## src/rtl/game_flow_controller.sv

```systemverilog
// Pac-Man game sequencer: state machine, lives/level counters, movement tick and sprite reset.
// Define GAME_FLOW_PAUSE_EN to build the PAUSE state (start button toggles PLAY <-> PAUSE).
module game_flow_controller #(
  parameter int TICK_DIV    = 500000,
  parameter int READY_TICKS = 120,
  parameter int DEATH_TICKS = 90,
  parameter int LIVES       = 3
) (
  input  logic       clk,
  input  logic       rst_n,
  input  logic       start_btn,
  input  logic       pacman_is_dead,
  input  logic       level_clear,
  output logic       move_tick,
  output logic       sprite_rst,
  output logic [2:0] game_state,
  output logic [1:0] lives,
  output logic [3:0] level
);

  localparam int DW   = $clog2(TICK_DIV);
  localparam int PMAX = (READY_TICKS > DEATH_TICKS) ? READY_TICKS : DEATH_TICKS;
  localparam int PW   = $clog2(PMAX + 1);

  localparam logic [DW-1:0] DIV_LAST   = DW'(TICK_DIV - 1);
  localparam logic [PW-1:0] READY_LAST = PW'(READY_TICKS - 1);
  localparam logic [PW-1:0] DEATH_LAST = PW'(DEATH_TICKS - 1);
  localparam logic [1:0]    LIVES_INIT = 2'(LIVES);

  typedef enum logic [2:0] {
    S_IDLE      = 3'd0,
    S_READY     = 3'd1,
    S_PLAY      = 3'd2,
    S_DEATH     = 3'd3,
    S_LEVEL_UP  = 3'd4,
    S_GAME_OVER = 3'd5
`ifdef GAME_FLOW_PAUSE_EN
    ,S_PAUSE    = 3'd6
`endif
  } state_t;

  state_t        state, state_next;
  logic          start_q;
  logic          start_edge;
  logic [DW-1:0] div_cnt;
  logic [PW-1:0] phase;
  logic          tick_raw;
  logic          state_change;
  logic          div_hold;
  logic          timed_state;
  logic [1:0]    lives_q, lives_next;
  logic [3:0]    level_q, level_next;

  assign start_edge   = start_btn & ~start_q;
  assign tick_raw     = (div_cnt == DIV_LAST);
  assign state_change = (state_next != state);
  assign timed_state  = (state == S_READY) || (state == S_DEATH) || (state == S_LEVEL_UP);

  // Entering, sitting in, or leaving PAUSE freezes the divider so PLAY resumes mid-period.
`ifdef GAME_FLOW_PAUSE_EN
  assign div_hold = (state == S_PAUSE) || (state_next == S_PAUSE);
`else
  assign div_hold = 1'b0;
`endif

  assign game_state = state;
  assign lives      = lives_q;
  assign level      = level_q;

  always_comb begin
    state_next = state;
    lives_next = lives_q;
    level_next = level_q;
    case (state)
      S_IDLE, S_GAME_OVER: begin
        if (start_edge) begin
          state_next = S_READY;
          lives_next = LIVES_INIT;
          level_next = 4'd0;
        end
      end
      S_READY: begin
        if (tick_raw && (phase == READY_LAST)) state_next = S_PLAY;
      end
      S_PLAY: begin
        // Death takes priority over a simultaneous level clear.
        if (pacman_is_dead) begin
          state_next = S_DEATH;
          lives_next = (lives_q != 2'd0) ? lives_q - 2'd1 : 2'd0;
        end else if (level_clear) begin
          state_next = S_LEVEL_UP;
        end
`ifdef GAME_FLOW_PAUSE_EN
        else if (start_edge) begin
          state_next = S_PAUSE;
        end
`endif
      end
      S_DEATH: begin
        if (tick_raw && (phase == DEATH_LAST))
          state_next = (lives_q == 2'd0) ? S_GAME_OVER : S_READY;
      end
      S_LEVEL_UP: begin
        if (tick_raw && (phase == DEATH_LAST)) begin
          state_next = S_READY;
          level_next = (level_q == 4'hf) ? 4'hf : level_q + 4'd1;
        end
      end
`ifdef GAME_FLOW_PAUSE_EN
      S_PAUSE: begin
        if (start_edge) state_next = S_PLAY;
      end
`endif
      default: state_next = S_IDLE;
    endcase
  end

  always_ff @(posedge clk or negedge rst_n) begin
    if (!rst_n) begin
      state      <= S_IDLE;
      start_q    <= 1'b1;
      div_cnt    <= '0;
      phase      <= '0;
      lives_q    <= LIVES_INIT;
      level_q    <= 4'd0;
      move_tick  <= 1'b0;
      sprite_rst <= 1'b1;
    end else begin
      state   <= state_next;
      start_q <= start_btn;
      lives_q <= lives_next;
      level_q <= level_next;

      if (div_hold)          div_cnt <= div_cnt;
      else if (state_change) div_cnt <= '0;
      else if (tick_raw)     div_cnt <= '0;
      else                   div_cnt <= div_cnt + DW'(1);

      // Phase only advances in timed states; it is cleared before it can exceed PMAX-1.
      if (state_change)                 phase <= '0;
      else if (tick_raw && timed_state) phase <= phase + PW'(1);

      // A tick coinciding with leaving PLAY is dropped so sprites never move on a transition.
      move_tick  <= tick_raw && (state == S_PLAY) && (state_next == S_PLAY);
      sprite_rst <= (state_next == S_IDLE) || (state_next == S_READY) ||
                    (state_next == S_GAME_OVER);
    end
  end

endmodule

```

## config.mk

```make
export PLATFORM = sky130hd
export DESIGN_NAME = game_flow_controller
export DESIGN_NICKNAME = d
export VERILOG_FILES = /design/src/rtl/game_flow_controller.sv
export SDC_FILE = /design/constraint.sdc
export NUM_CORES = 1
export LEC_CHECK = 0
export CAP_MARGIN = 20
export CORE_ASPECT_RATIO = 0.7
export CORE_MARGIN = 4
export CORE_UTILIZATION = 55
export CTS_CLUSTER_DIAMETER = 100
export DETAILED_ROUTE_END_ITERATION = 16
export PLACE_DENSITY_LB_ADDON = 0.3
export SETUP_SLACK_MARGIN = 0.15
export SYNTH_ARGS = -nofsm -noshare
export SYNTH_HDL_FRONTEND = slang
export SYNTH_SLANG_ARGS = --single-unit
```

## constraint.sdc

```tcl
create_clock -name clk -period 5.7 [get_ports clk]
set_clock_uncertainty 0.05 [all_clocks]
set_input_delay 0.57 -clock clk [delete_from_list [all_inputs] [get_ports clk]]
set_output_delay 0.57 -clock clk [all_outputs]
set_load 0.02 [all_outputs]
```

# Word-level counts from Yosys, hierarchy flattened
# Cells that the tools add are included.
# Widths: inputs -> output; s select.
dict set report totals {
  regBits 38
  out_inout_bits 11
  word_cells 69
}
dict set report op_classes {
  addsub 4
  eq_ne 16
  muxes 20
  n_bitwise 2
  reduce_logical 19
}
# operator count
set op_table {}
lappend op_table {{$mux 19} 2}
lappend op_table {{$mux 3} 7}
lappend op_table {{$add 19x1->19 const B} 1}
lappend op_table {{$eq 19x19->1 const B} 1}
lappend op_table {{$pmux 3 s5} 1}
lappend op_table {{$eq 7x7->1 const B} 2}
lappend op_table {{$mux 7} 2}
lappend op_table {{$mux 4} 3}
lappend op_table {{$eq 3x2->1 const B} 3}
lappend op_table {{$eq 3x3->1 const B} 3}
lappend op_table {{$pmux 4 s2} 1}
lappend op_table {{$reduce_bool 2->1} 4}
lappend op_table {{$add 7x1->7 const B} 1}
lappend op_table {{$eq 3x1->1 const B} 2}
lappend op_table {{$logic_not 3->1} 2}
lappend op_table {{$mux 2} 3}
lappend op_table {{$reduce_and 3->1} 2}
lappend op_table {{$logic_and 1x1->1} 5}
lappend op_table {{$add 4x1->4 const B} 1}
lappend op_table {{$eq 4x4->1 const B} 1}
lappend op_table {{$logic_or 1x1->1} 4}
lappend op_table {{$ne 2x2->1 const B} 2}
lappend op_table {{$pmux 2 s2} 1}
lappend op_table {{$ne 3x3->1} 1}
lappend op_table {{other kinds (6)} 6}

# Logic depth before layout (Yosys ltp)
# Gate-level depths: netlist of run 1.
dict set report logic_depth {
  word_depth 7
  depth_mapped 8
  ltp_nobuf 7
}

# Worst setup path before layout of run 1
# OpenSTA, ideal clock, no wires.
dict set report synth_path {
  path_kind {reg2reg}
  start {register state[1] (netlist: game_state[1])}
  end {register phase[6]}
  setup_ns 0.094
  arrival_ns 1.907
  required_time_ns 5.556
  slack_ns 3.649
  stages_incl_launch_ff 8
  path_buffers 2
  path_cell_list {dfrtp_1 -> buf_6 -> or3b_4 -> buf_6 -> o21ai_4 -> nand3_4 -> or4_1 -> a211oi_1}
}
dict set report synth_between {
  elab_chain_len 5
  word_cells_on_any_way 20
  cone_classes {eq/ne: 6; mux: 8; reduce/logical: 6}
}
# element line
set synth_lines {}
lappend synth_lines {{start: declaration} 42} ;# state_t state, state_next;
lappend synth_lines {{start signal: assignment} 129} ;# state <= state_next;
lappend synth_lines {{$eq 3x3->1, or another cell as far along} 74} ;# case (state)
lappend synth_lines {{$reduce_or 2->1, or another cell as far along} 74}
lappend synth_lines {{$pmux 3 s5 / $logic_or 1x1->1 (equally long branches)} {74, 57}}
lappend synth_lines {{$ne 3x3->1 / $logic_and 1x1->1 (equally long branches)} {56, 141}}
lappend synth_lines {{$mux 7 / $reduce_bool 2->1 (equally long branches)} --}
lappend synth_lines {{end signal: assignment} 141} ;# else if (tick_raw && timed_state) phase <= phase + PW'(1);
lappend synth_lines {{end: declaration} 46} ;# logic [PW-1:0] phase;
# Several ways; a longest one is shown, not always the timed one.
# A chain may end at the register's enable or synchronous reset.

# Final worst setup path of run 1
dict set report layout_path {
  start {register div_cnt[0]}
  end {register phase[1]}
}
dict set report layout_between {
  elab_chain_len 6
  word_cells_on_any_way 11
  cone_classes {eq/ne: 2; mux: 5; reduce/logical: 4}
}
# element line
set layout_lines {}
lappend layout_lines {{start: declaration} 45} ;# logic [DW-1:0] div_cnt;
lappend layout_lines {{start signal: assignment} 134} ;# if (div_hold) div_cnt <= div_cnt;
lappend layout_lines {{start signal: assignment} 137} ;# else div_cnt <= div_cnt + DW'(1);
lappend layout_lines {{$eq 19x19->1 (*)} 55} ;# assign tick_raw = (div_cnt == DIV_LAST);
lappend layout_lines {{$logic_and 1x1->1, on equally long branches} {100, 104, 83}}
lappend layout_lines {{$mux 3, on equally long branches} {104, 100, 83}}
lappend layout_lines {{$pmux 3 s5} 74}
lappend layout_lines {{$ne 3x3->1} 56} ;# assign state_change = (state_next != state);
lappend layout_lines {{$mux 7 / $reduce_bool 2->1 (equally long branches)} --}
# Every way passes the cells marked *; elsewhere a longest branch is shown, timed or not.

==> qor.txt, run 1 <==
======================================================================================
Status                                                                    complete, no violations
Leading register cell type out of synthesis                               sky130_fd_sc_hd__dfrtp_1
Source of the worst register-to-register timing path                      div_cnt[0]$_DFF_PN0_
Number of nets in the synthesized netlist                                          224
Final estimated routing congestion in global placement                           0.870
HPWL after detailed placement                                                  2.86 mm
Synth cell types                                                                    52
Register area                                                                  956 µm²
Largest fanout of any net on the critical path                                      16
Antenna diode count                                                                  0
Vertical die dimension                                                         59.9 µm
Static Leakage                                                                 1.01 nW
Sum Neg Setup Slack                                                               0 ps
Most repeated library cell on the critical path                           sky130_fd_sc_hd__and4_1
Largest cells by area after synthesis                                     sky130_fd_sc_hd__dfrtp_1 40%, sky130_fd_sc_hd__dfstp_2 5.0%, sky130_fd_sc_hd__xor2_1 5.0%
Number of nets in the layout                                                       238
Cell area reported after detailed placement                                   2270 µm²
Maximum clock frequency                                                        406 MHz
# rows                                                                              18
Synth cell count leaders                                                  34 x sky130_fd_sc_hd__dfrtp_1, 21 x sky130_fd_sc_hd__nor2_1, 12 x sky130_fd_sc_hd__nand2_1, 12 x sky130_fd_sc_hd__nor3_1, 12 x sky130_fd_sc_hd__xor2_1
Global route overflow                                                                0
Critical Path AT                                                               2540 ps
Final-report hold violation count                                                    0
Synthesis-stage register bit count                                                  38
DR vias/cell                                                                      5.87
Clock slew at the register clock pins of the worst setup and hold paths          80 ps
Cell taking the most area after synthesis                                 sky130_fd_sc_hd__dfrtp_1
Worst Slack Setup Final                                                        3240 ps
Number of iterations in the first detailed-routing pass                              4
Worst-case vdd ir drop                                                      0.000193 V
Worst stage delay on the critical path                                          580 ps
Overall die width                                                              82.1 µm
Share of power burned in the clock network                                       28.2%
Internal Dissipation                                                            465 µW
Length in cells of the worst reg-to-reg path                                         6
Fraction of final layout cells with drive strength greater than 1                8.70%
Slowest stage cell, crit path                                             sky130_fd_sc_hd__a21oi_2
Synthesized area                                                              2120 µm²
Switching power share of the total                                               31.4%
CTS sink cnt                                                                        38
Cts bufs inserted                                                                    5
Maximum Capacitance Violations                                                       0
Most common cell in the netlist                                           sky130_fd_sc_hd__dfrtp_1
Global-route usage over all layers                                               19.4%
Largest net degree at the start of global routing                                   39
Total DRC errors in the routed layout                                                0
Power spent charging and discharging nets                                       212 µW
Max-Slew Margin vs Limit                                                         44.3%
Starting Density                                                                 58.7%
Core box area                                                                 3600 µm²
Endpoint required time on the critical path                                    5780 ps
Routed wire length                                                             4.14 mm
Violation count after the first detailed-routing iteration                         180
Post_cts resized                                                                     0
Buffer type at the clock tree root                                        sky130_fd_sc_hd__clkbuf_8
Fraction of registers with async set/reset                                        100%
DR vias                                                                           1644
Final Setup Violations                                                               0
Destination of the worst register-to-register timing path                 phase[1]$_DFFE_PN0P_
Number of synthesized flops with an enable pin                                       0
Cell area after layout                                                        2360 µm²
Synthesis-to-layout area growth                                                  11.7%
Via count of the first global-routing pass                                        1459
Sequential share of power                                                        51.5%
Number of input and output port buffers inserted                                    15
Crit. End Element                                                             register
Level count of the clock H-tree                                                      2
Number of antenna-violating nets in the routed design                                0
Share of synthesized area occupied by flip-flops and latches                     45.2%
Warnings from Yosys                                                                  0
Post-CTS setup buffer count                                                          0
Worst Hold Class                                                           in -> async
Total chip power                                                                677 µW
Fraction of the cycle the final worst path needs                                 43.2%
Mapped Avg Cell Area                                                          9.84 µm²
Register-to-register setup slack                                               3240 ps
Crit path cell chain                                                      ha_1, and4_1, and4_1, nand2_1, a21oi_2, a2111oi_0
Routed wirelength normalized by instance count                                 14.8 µm
Pre-CTS setup slack                                                            3100 ps
Clock insertion delay at the later pin of the skew report                       290 ps
Kind of launch point of the worst setup path                                  register
Fin crit period                                                                2460 ps
Clock tree from TritonCTS                                                         done
Setup repair after global routing missed its margin                              false
Final core utilization                                                           65.6%
Multi-input logic area                                                        1070 µm²
Clock Tree Buf Depth                                                                 2
Cts hold-fix bufs                                                                    0
Max-slew violation total from the final report                                       0
Antenna violations before repair                                                     0
Top-area cell type share of the netlist area                                     40.2%
Slew at the pin with the worst max-slew slack                                   835 ps
Die footprint                                                                 4920 µm²
Filler cell count                                                                  290
Number of top-level design ports                                                    16
Crit Path Class                                                             reg -> reg
Post-Syn Instances                                                                 215
Power share of the combinational group                                           20.3%
Power per Cell Area                                                         287 nW/µm²
Global-route wire length before repair                                         7.10 mm
======================================================================================
==> cell families (layout without fill, tap and decap cells) <==
group                      count (synthesis)  after routing  share of synthesized area [%]
and+or+nand+nor                           96             96                           26.3
AOI/OAI and AO/OA                         38             38                           13.0
DFF                                       38             38                           45.2
xor gates and xnor gates                  19             19                           7.87
buffers and inverters                     18             33                           4.26
adders and majority gates                  4              4                           2.37
muxes                                      2              2                           1.06
==> worst max-delay path by stage <==
| stage | to | start |
|---|---|---|
| final | phase[1]$_DFFE_PN0P_ | div_cnt[0]$_DFF_PN0_ |
| after global routing | phase[1]$_DFFE_PN0P_ | div_cnt[0]$_DFF_PN0_ |
| after CTS | phase[1]$_DFFE_PN0P_ | div_cnt[0]$_DFF_PN0_ |
| after detailed placement | div_cnt[0]$_DFF_PN0_ | start_btn |
| after global placement | div_cnt[18]$_DFF_PN0_ | start_btn |
| after floorplan | phase[6]$_DFFE_PN0P_ | game_state[1]$_DFF_PN0_ |
==> worst max-delay path: cells and delay by family (launching register included) <==
family | cells | cell delay, ps
AOI/OAI and AO/OA | 2 | 720
DFF | 1 | 420
and+or+nand+nor | 3 | 890
adders and majority gates | 1 | 230
==> registers in the layout, summed over array words and instances (netlist names) <==
| register | count |
|---|---|
| div_cnt | 19 |
| game_state | 3 |
| sprite_rst | 1 |
| level | 4 |
| phase | 7 |
| start_q | 1 |
| lives | 2 |
| move_tick | 1 |
==> final cells by class <==
| type | instances | area share (%) |
|---|---|---|
| sequential | 38 | 40.5 |
| inverter | 10 | 1.59 |
| multi-input combinational | 159 | 45.3 |
| clock buffer | 7 | 3.65 |
| tap | 50 | 2.65 |
| timing repair buffer | 15 | 6.14 |
| clock inverter | 1 | 0.212 |
==> routing by layer <==
metal,wire length (µm),track usage [%]
met5,0,0
met4,97,9.00
met3,227,5.12
met2,1680,25.5
met1,2140,29.4
==> placed cells by master (no fill, tap or decap), drive strengths merged, types with 3 or more instances in the layout <==
| cell type | Yosys | final |
|---|---|---|
| xor2 | 12 | 12 |
| nand3 | 11 | 11 |
| or3 | 4 | 4 |
| o21ai | 8 | 8 |
| dfstp | 4 | 4 |
| nor2 | 21 | 21 |
| clkdlybuf4s50 | 0 | 14 |
| nand4 | 7 | 7 |
| nand2b | 3 | 3 |
| inv | 10 | 10 |
| dfrtp | 34 | 34 |
| and4 | 5 | 5 |
| nor3 | 13 | 13 |
| a211oi | 5 | 5 |
| clkbuf | 2 | 7 |
| and3 | 7 | 7 |
| nor4 | 3 | 3 |
| a31oi | 3 | 3 |
| ha | 4 | 4 |
| xnor2 | 7 | 7 |
| a21oi | 7 | 7 |
| nand2 | 12 | 12 |
==> stage by stage <==
stage               hold WS [ps]  instances
floorplan                    224        215
global placement             439        272
detailed placement           442        272
CTS                          348        280
global route                 397        280
finish                       327        280
==> power by group through the flow <==
stage / registers [mW] / logic, mW / clock network [mW]
floorplan: 0.353 / 0.0867 / 0
global placement: 0.351 / 0.135 / 0
detailed placement: 0.352 / 0.139 / 0
CTS: 0.348 / 0.139 / 0.197
global route: 0.354 / 0.155 / 0.209
finish: 0.349 / 0.137 / 0.191
(Power assumes the default switching activity.)
==> run 2: changes to the inputs <==
Clock period 5.7 ns to 2.3 ns, I/O delays scaled along.
==> run 2 against run 1 <==
The run now ends with negative hold slack left. Utilization rose by 3.0 points. Sequential share of layout area fell by 1.8 points. Total power rose to 2.5 times the previous value. Register-to-register slack got worse by 3000 ps.
==> qor.txt, run 2 (synthesis results as in run 1) <==
======================================================================================
Kind of launch point of the worst setup path                                  register   unchanged
Clock insertion delay at the later pin of the skew report                       300 ps   was 290 ps
Cell area after layout                                                        2470 µm²   was 2360 µm²
Core box area                                                                 3600 µm²   unchanged
Switching power share of the total                                               31.2%   was 31.4%
Worst Slack Setup Final                                                         263 ps   was 3240 ps
Fin crit period                                                                2040 ps   was 2460 ps
Most Used Layer, Global Route                                                     met1   unchanged
HPWL after detailed placement                                                  3.08 mm   was 2.86 mm
Die footprint                                                                 4920 µm²   unchanged
Global-route wire length before repair                                         7.51 mm   was 7.10 mm
Setup repair after global routing missed its margin                               true   was false
Number of iterations in the first detailed-routing pass                              4   unchanged
Total DRC errors in the routed layout                                                0   unchanged
Launch point of the worst path                                            div_cnt[9]$_DFF_PN0_   was div_cnt[0]$_DFF_PN0_
Final estimated routing congestion in global placement                           0.813   was 0.870
Starting Density                                                                 58.7%   unchanged
Buffer type at the clock tree root                                        sky130_fd_sc_hd__clkbuf_8   unchanged
Pre-CTS setup slack                                                            80.7 ps   was 3100 ps
CTS sink cnt                                                                        38   unchanged
Power share of the combinational group                                           21.7%   was 20.3%
Worst hold margin                                                             -26.1 ps   was 327 ps
Antenna diode count                                                                  0   unchanged
Max-Slew Margin vs Limit                                                         45.6%   was 44.3%
Routed wire length                                                             4.54 mm   was 4.14 mm
Largest register by flop count                                                 div_cnt   unchanged
Clock Tree Buf Depth                                                                 2   unchanged
Non-filler cells in the finished layout                                            291   was 280
# rows                                                                              18   unchanged
Met3 layer usage reported by global route                                        5.12%   unchanged
Global route overflow                                                                0   unchanged
Cell area reported after detailed placement                                   2340 µm²   was 2270 µm²
DR vias/cell                                                                      5.87   about the same
Most common cell after layout, fill and taps aside                        sky130_fd_sc_hd__dfrtp_1   unchanged
Status                                                                    finished with violations   was complete, no violations
Global-route usage over all layers                                               20.3%   was 19.4%
Most used cells in the layout excluding fill and tap cells                34 x sky130_fd_sc_hd__dfrtp_1, 21 x sky130_fd_sc_hd__nor2_1, 14 x sky130_fd_sc_hd__clkdlybuf4s50_1   unchanged
Crit. End Element                                                             register   unchanged
Internal Dissipation                                                           1.17 mW   was 465 µW
Synthesis-to-layout area growth                                                  16.7%   was 11.7%
Number of top-level design ports                                                    16   unchanged
Failing checks                                                            negative hold slack
Static Leakage                                                                 1.07 nW   was 1.01 nW
Routing usage on met1                                                            32.1%   was 29.4%
Flip-flop count of the largest register, all copies and words added                 19   unchanged
Fraction of met2 tracks used by global routing                                   26.4%   was 25.5%
Sum Neg Setup Slack                                                               0 ps   unchanged
Fraction of final layout cells with drive strength greater than 1                13.7%   was 8.70%
Violation count after the first detailed-routing iteration                         103   was 180
Largest net degree at the start of global routing                                   39   unchanged
Via count of the first global-routing pass                                        1540   was 1459
Power per Cell Area                                                         687 nW/µm²   was 287 nW/µm²
Maximum clock frequency                                                        491 MHz   was 406 MHz
Cts bufs inserted                                                                    5   unchanged
Final-report hold violation count                                                   32   was 0
Critical Path AT                                                               2200 ps   was 2540 ps
Vertical die dimension                                                         59.9 µm   unchanged
Power spent charging and discharging nets                                       529 µW   was 212 µW
Clock tree from TritonCTS                                                         done   unchanged
Largest fanout of any net on the critical path                                       6   was 16
Filler cell count                                                                  281   was 290
Fraction of the cycle the final worst path needs                                 88.5%   was 43.2%
Clock slew at the register clock pins of the worst setup and hold paths          80 ps   about the same
Number of cells after detailed placement                                           280   was 272
Source of the worst register-to-register timing path                      div_cnt[9]$_DFF_PN0_   was div_cnt[0]$_DFF_PN0_
Sequential share of power                                                        50.0%   was 51.5%
Level count of the clock H-tree                                                      2   unchanged
Share of power burned in the clock network                                       28.3%   was 28.2%
Max-slew violation total from the final report                                       0   unchanged
Length in cells of the worst reg-to-reg path                                         5   was 6
Cts hold-fix bufs                                                                    0   unchanged
Crit Path Class                                                             reg -> reg   unchanged
Number of antenna-violating nets in the routed design                                0   unchanged
Maximum Capacitance Violations                                                       0   unchanged
Antenna violations before repair                                                     0   unchanged
DR vias                                                                           1708   was 1644
Number of input and output port buffers inserted                                    15   unchanged
Final Setup Violations                                                               0   unchanged
Worst Hold Class                                                           in -> async   unchanged
Overall die width                                                              82.1 µm   unchanged
Routed wirelength normalized by instance count                                 15.6 µm   was 14.8 µm
Worst-case vdd ir drop                                                      0.000550 V   was 0.000193 V
Number of nets in the layout                                                       249   was 238
Endpoint required time on the critical path                                    2460 ps   was 5780 ps
Slew at the pin with the worst max-slew slack                                   816 ps   was 835 ps
======================================================================================
==> run 2: changes by cell type in the layout (fill, tap and decap cells not counted), sizes merged <==
| cell | previous run | this run |
|---|---|---|
| buf | 1 | 11 |
| and4 | 5 | 6 |
| clkbuf | 7 | 8 |
| clkinv | 1 | 0 |
==> run 2: final cells by class <==
type / instances / area, µm² / share of cell area [%]
Multi-Input combinational cell: 160 / 1090 / 44.2
Inverter: 10 / 37.5 / 1.52
Timing Repair Buffer: 25 / 233 / 9.42
Sequential cell: 38 / 956 / 38.7
Clock buffer: 8 / 90.1 / 3.65
Tap cell: 50 / 62.6 / 2.53
==> run 2: layer usage <==
metal  part of all wire (%)  vias up
met2                     42       55
met4                   0.93        0
met3                    6.0        6
met1                     51      809
li1                       -      838
met5                      0        -
==> run 2: repair_timing <==
action	CTS	global route
setup buffers	0	2
pin swaps	0	1
resized for setup	1	4
setup endpoints to repair	7	10
cloned	0	1
==> run 2: final timing paths <==
check / end / slack [ps]
hold reg to reg: div_cnt[0]$_DFF_PN0_ / 440
setup reg to reg: phase[4]$_DFFE_PN0P_ / 260
hold / removal: div_cnt[13]$_DFF_PN0_ / -30
min in group clk: start_q$_DFF_PN1_ / 320
max in group asynchronous: div_cnt[0]$_DFF_PN0_ / 1700
setup / recovery: phase[4]$_DFFE_PN0P_ / 260
==> run 2: worst max-delay path, stage by stage (launching register included) <==
cell and delay, ps:
sky130_fd_sc_hd__dfrtp_1 450, sky130_fd_sc_hd__nor4b_2 370, sky130_fd_sc_hd__and4_4 330, sky130_fd_sc_hd__nand4_2 160
sky130_fd_sc_hd__or3_1 380, sky130_fd_sc_hd__a211oi_1 220
==> run 2: power by group through the flow <==
stage / clock (mW) / sequential (mW) / combinational, mW
after detailed placement: 0 / 0.860 / 0.363
after floorplan: 0 / 0.874 / 0.215
after global routing: 0.521 / 0.864 / 0.409
after CTS: 0.488 / 0.846 / 0.366
final: 0.481 / 0.848 / 0.368
after global placement: 0 / 0.855 / 0.361
==> run 2: stage by stage <==
stage	utilization, %	power, mW
finish	68.5	1.70
global route	68.5	1.79
CTS	67.6	1.70
detailed placement	65.0	1.22
global placement	65.0	1.22
floorplan	-	1.09
==> patch 1, RTL diff (flow settings as in run 2) <==
Reset style: synchronous (`rst_n`), changed in one clocked block.
--- a/src/rtl/game_flow_controller.sv
+++ b/src/rtl/game_flow_controller.sv
@@ -117,3 +117,3 @@
 
-  always_ff @(posedge clk or negedge rst_n) begin
+  always_ff @(posedge clk) begin
     if (!rst_n) begin
Function: differs if rst_n is asserted again (counterexample within 4 cycles, from zero or initial values and one cycle with rst_n low); with rst_n held inactive, the same outputs for 10 cycles.
==> patch 1 against run 2 <==
- non-clock buffer count is 2 higher
- global-route usage is 0.98 points higher
- final cell count is 5.5% higher
- wire length is 4.3% higher
- worst hold slack better by 0.44 ns
- via count is 3.6% higher
- design area is 3.9% lower
- setup slack worse by 0.11 ns
- synthesized area is 6.7% lower
- sequential cell count stayed put
Power is not compared: it rests on default switching activity, and its combinational part moved more than twofold at a synthesized area within 25%.
==> patch 1: results (changes against run 2) <==
Final nets = 269 (+8.0%)
ys flop type = dfxtp_1
syn nets = 245 (+9.4%)
met3 wire length = 290 um (+7.0%)
Hold Path Class = reg -> reg
vias per std cell = 5.762 (-1.8%)
largest net degree at the start of global routing = 17 (-56%)
final hold violation count = 0 (-100%)
wire length on met1 = 2342 um (+1.5%)
status = finished, final reports clean
WL/cell = 15.41 um (-1.1%)
Root Buffer = clkbuf_8
Final GP Congestion = 0.8723 (+7.3%)
post-synthesis cell count = 236 (+9.8%)
layout cell share with drive strength beyond 1 = 11.54% (-2.2 points)
Synth warnings = 0 (unchanged)
Total GRT Usage = 21.30% (+0.98 points)
max incr delay on CP = 0.58 ns (+0.13 ns)
ys async rst share = 0% (-100 points)
top cells by area in the synthesized netlist = dfxtp_1 39%, xnor2_1 8.9%, nor3_1 7.1%
Crit-path slowest cell = or4b_4
Reg2Reg Setup Slack = 0.15 ns (-0.11 ns)
count of cell types in the netlist = 46 (-12%)
Placed Area = 2208 um2 (-5.8%)
Critical Path Start = div_cnt[7]
first-pass GRT wire length = 7748 um (+3.2%)
Seq/Total Area, Yosys = 38.53% (-6.7 points)
vias in the first global route = 1652 (+7.3%)
# fillers = 249 (-11%)
Synth Cell Area = 1974 um2 (-6.7%)
Post-synth top cells = 38 x dfxtp_1, 28 x nor3_1, 21 x nor2_1
Biggest register = div_cnt
wire length on met2 = 2051 um (+7.2%)
Rel. slew slack = 49.69% (+4.1 points)
Layout Cells excl Fill = 307 (+5.5%)
drt first-iter violations = 117 (+14%)
DP Cell Count = 297 (+6.1%)
Max FO, Critical Path = 3 (-3)
number of antenna diodes = 0 (unchanged)
critical path endpoint = sprite_rst
dpl hpwl = 2999 um (-2.5%)
## patch 1: cell families (layout without fill, tap and decap cells)
| family | after synthesis | in the layout | synth area share, % |
|---|---|---|---|
| flip-flops | 38 | 38 | 38.53 |
| adder cells (fa/ha/maj) | 4 | 4 | 2.535 |
| buffers and inverters | 20 | 44 | 4.056 |
| AND/OR/NAND/NOR | 122 | 122 | 33.78 |
| XOR/XNOR | 23 | 23 | 10.20 |
| multiplexers | 1 | 1 | 0.5070 |
| AO/OA/AOI/OAI | 28 | 28 | 10.39 |
## patch 1: routing by layer
| metal | vias up | GRT usage, % |
|---|---|---|
| met2 | 64 | 30.44 |
| met3 | 7 | 5.745 |
| li1 | 886 | - |
| met5 | - | 0 |
| met4 | 0 | 6.863 |
| met1 | 812 | 30.90 |
## patch 1: report_power, final
part	internal, W	switching, W
combinational	0.0000318	0.0000442
sequential	0.000664	0.00000768
clock	0.000209	0.000225
total	0.000905	0.000277
## patch 1: worst register-to-register path: stages (launching register included)
cell and delay, ns:
dfxtp_1 0.33, or4b_4 0.58, or3_4 0.36, or4b_4 0.54, nand3_2 0.11, o21a_1 0.12
## patch 1: stage by stage
step / util, % / power, W / worst slack (ns)
2_1_floorplan: - / 0.0007256 / 0.1670
3_3_place_gp: 66.98 / 0.0007517 / 0.1352
3_5_place_dp: 66.98 / 0.0007518 / 0.08493
4_1_cts: 69.83 / 0.001174 / 0.1547
5_1_grt: 71.99 / 0.001226 / 0.07667
6_report: 71.99 / 0.001182 / 0.1522
## patch 1: repair_timing
action	4_1_cts	5_1_grt
cloned	0	1
resized for setup	1	18
endpoints found under the setup margin	3	24
pin swaps	0	1
setup buffers	2	0
endpoints found under the hold margin	0	0
## patch 1: how the worst min path moves through the flow
stage / from / endpoint / slack, ns / depth (start not counted)
5_1_grt: div_cnt[0] / div_cnt[0] / 0.46 / 1
3_3_place_gp: div_cnt[0] / div_cnt[0] / 0.40 / 1
3_5_place_dp: div_cnt[0] / div_cnt[0] / 0.40 / 1
6_report: div_cnt[0] / div_cnt[0] / 0.42 / 1
4_1_cts: div_cnt[0] / div_cnt[0] / 0.41 / 1
2_1_floorplan: start_btn / start_q / 0.28 / 1
## patch 1: layout make-up
| cell class | instances | share of cell area, % |
|---|---|---|
| repair buffers | 27 | 10.60 |
| well taps | 47 | 2.478 |
| inverters | 10 | 1.581 |
| flip-flops and latches | 38 | 32.10 |
| multi-input cells | 178 | 50.03 |
| clock buffers | 7 | 3.216 |
==> patch 2, RTL diff (flow settings as in run 2) <==
Without the edit above. The option `GAME_FLOW_PAUSE_EN` is turned on by a define.
--- a/src/rtl/game_flow_controller.sv
+++ b/src/rtl/game_flow_controller.sv
@@ -2,2 +2,4 @@
 // Define GAME_FLOW_PAUSE_EN to build the PAUSE state (start button toggles PLAY <-> PAUSE).
+`define GAME_FLOW_PAUSE_EN
+
 module game_flow_controller #(
Check against the original RTL: same outputs for any inputs over 10 cycles, from zero or initial values and one cycle with rst_n low; that may be too few to reach the edited logic, so the function may still have changed.
==> patch 2 against run 2 <==
- the flow finishes with violations (hold timing, setup timing)
- setup slack worse by 0.68 ns
- die area increased by 7.5%
- synthesized area grew 8.5%
- sequential cell count stayed put
- design area grew 33%
- wire length rose by 70%
- synthesized cell count increased by 20%
- critical path type unchanged
Power is not compared: it rests on default switching activity, and its combinational part moved more than twofold at a synthesized area within 25%.
==> patch 2: results (changes against run 2) <==
vias in the first global route = 2358 (+53%)
final hold violation count = 34 (+6.3%)
drt first-iter violations = 455 (+340%)
drt first pass iters = 7 (+3)
Layout Cells excl Fill = 390 (+34%)
status = finished, violations left
Final nets = 346 (+39%)
Synth Area in XOR/XNOR = 2.670% (-5.2 points)
worst setup margin = -0.4163 ns (-0.6797 ns)
Synth Area in Compound Gates = 17.00% (+4.0 points)
first-pass GRT wire length = 11710 um (+56%)
crit path DAT = 2.91 ns (+0.71 ns)
final setup violation count = 33 (+33)
Syn Area/Cell = 8.899 um2 (-9.6%)
top cells by area in the synthesized netlist = dfrtp_1 37%, dfstp_2 4.6%, nand2_1 4.6%
WHS = -0.02373 ns (+0.002367 ns)
TNS Setup = -10.21 ns (-10.21 ns)
syn nets = 267 (+19%)
Seq/Total Area, Yosys = 41.63% (-3.5 points)
Total GRT Usage = 28.96% (+8.6 points)
Rel. slew slack = 43.79% (-1.8 points)
Post-synth top cells = 34 x dfrtp_1, 28 x nand2_1, 21 x nand3_1
Final GP Congestion = 0.8936 (+9.9%)
failing checks = hold timing, setup timing
dpl hpwl = 4463 um (+45%)
## patch 2: cell types whose count changed after synthesis, sizes merged, moves of 7 or more
cell,delta
o21ai,+15
o31ai,+7
nand2,+16
nand3,+11
## patch 2: final cells by class
cell class	count	area [um2]
multi-input cells	206	1466
well taps	52	65.06
flip-flops and latches	38	955.9
fillers	218	693.2
clock buffers	6	82.58
clock inverters	2	12.51
repair buffers	81	675.6
inverters	5	18.77
## patch 2: final timing paths
path	end	startpoint	depth (start not counted)	slack, ns
worst max-delay path	div_cnt[4]	div_cnt[9]	8	-0.42
worst min-delay path	game_state[0]	rst_n	1	-0.02
worst max register to register	div_cnt[4]	div_cnt[9]	8	-0.42
worst min register to register	lives[1]	lives[1]	2	0.47
max in group asynchronous	phase[0]	rst_n	1	1.69
min in group clk	start_q	start_btn	2	0.44
## patch 2: what timing repair did
item / CTS / global route
setup endpoints to repair: 32 / 34
gates resized for setup: 32 / 16
pin swaps: 13 / 8
cloned: 3 / 0
buffers inserted: 4 / 3
## patch 2: worst max-delay path: stages, from the launching register on
cell and delay [ns]:
dfrtp_1 0.40, or4_4 0.58, nor4_4 0.34, buf_4 0.19
and3_1 0.20, o21ai_2 0.11, a22o_4 0.29, or4_4 0.43
nand3_2 0.07
## patch 2: per-stage QoR
step	power (W)	setup WS [ns]	cell area [um2]
finish	0.002593	-0.4163	3277
global route	0.002718	-0.4659	3277
CTS	0.002448	-0.3302	3192
detailed placement	0.001862	-0.4198	2914
global placement	0.001818	-0.3231	2914
floorplan	0.001418	-0.3094	2318
## patch 2: layer usage
layer	routed length, um	share of wire [%]	GRT usage (%)	vias to the layer above
met5	0	0	0	-
met3	939	12	6.983	62
met2	3330	43	44.91	214
li1	-	-	-	1111
met1	3116	40	39.75	1223
met4	333	4.3	11.74	0
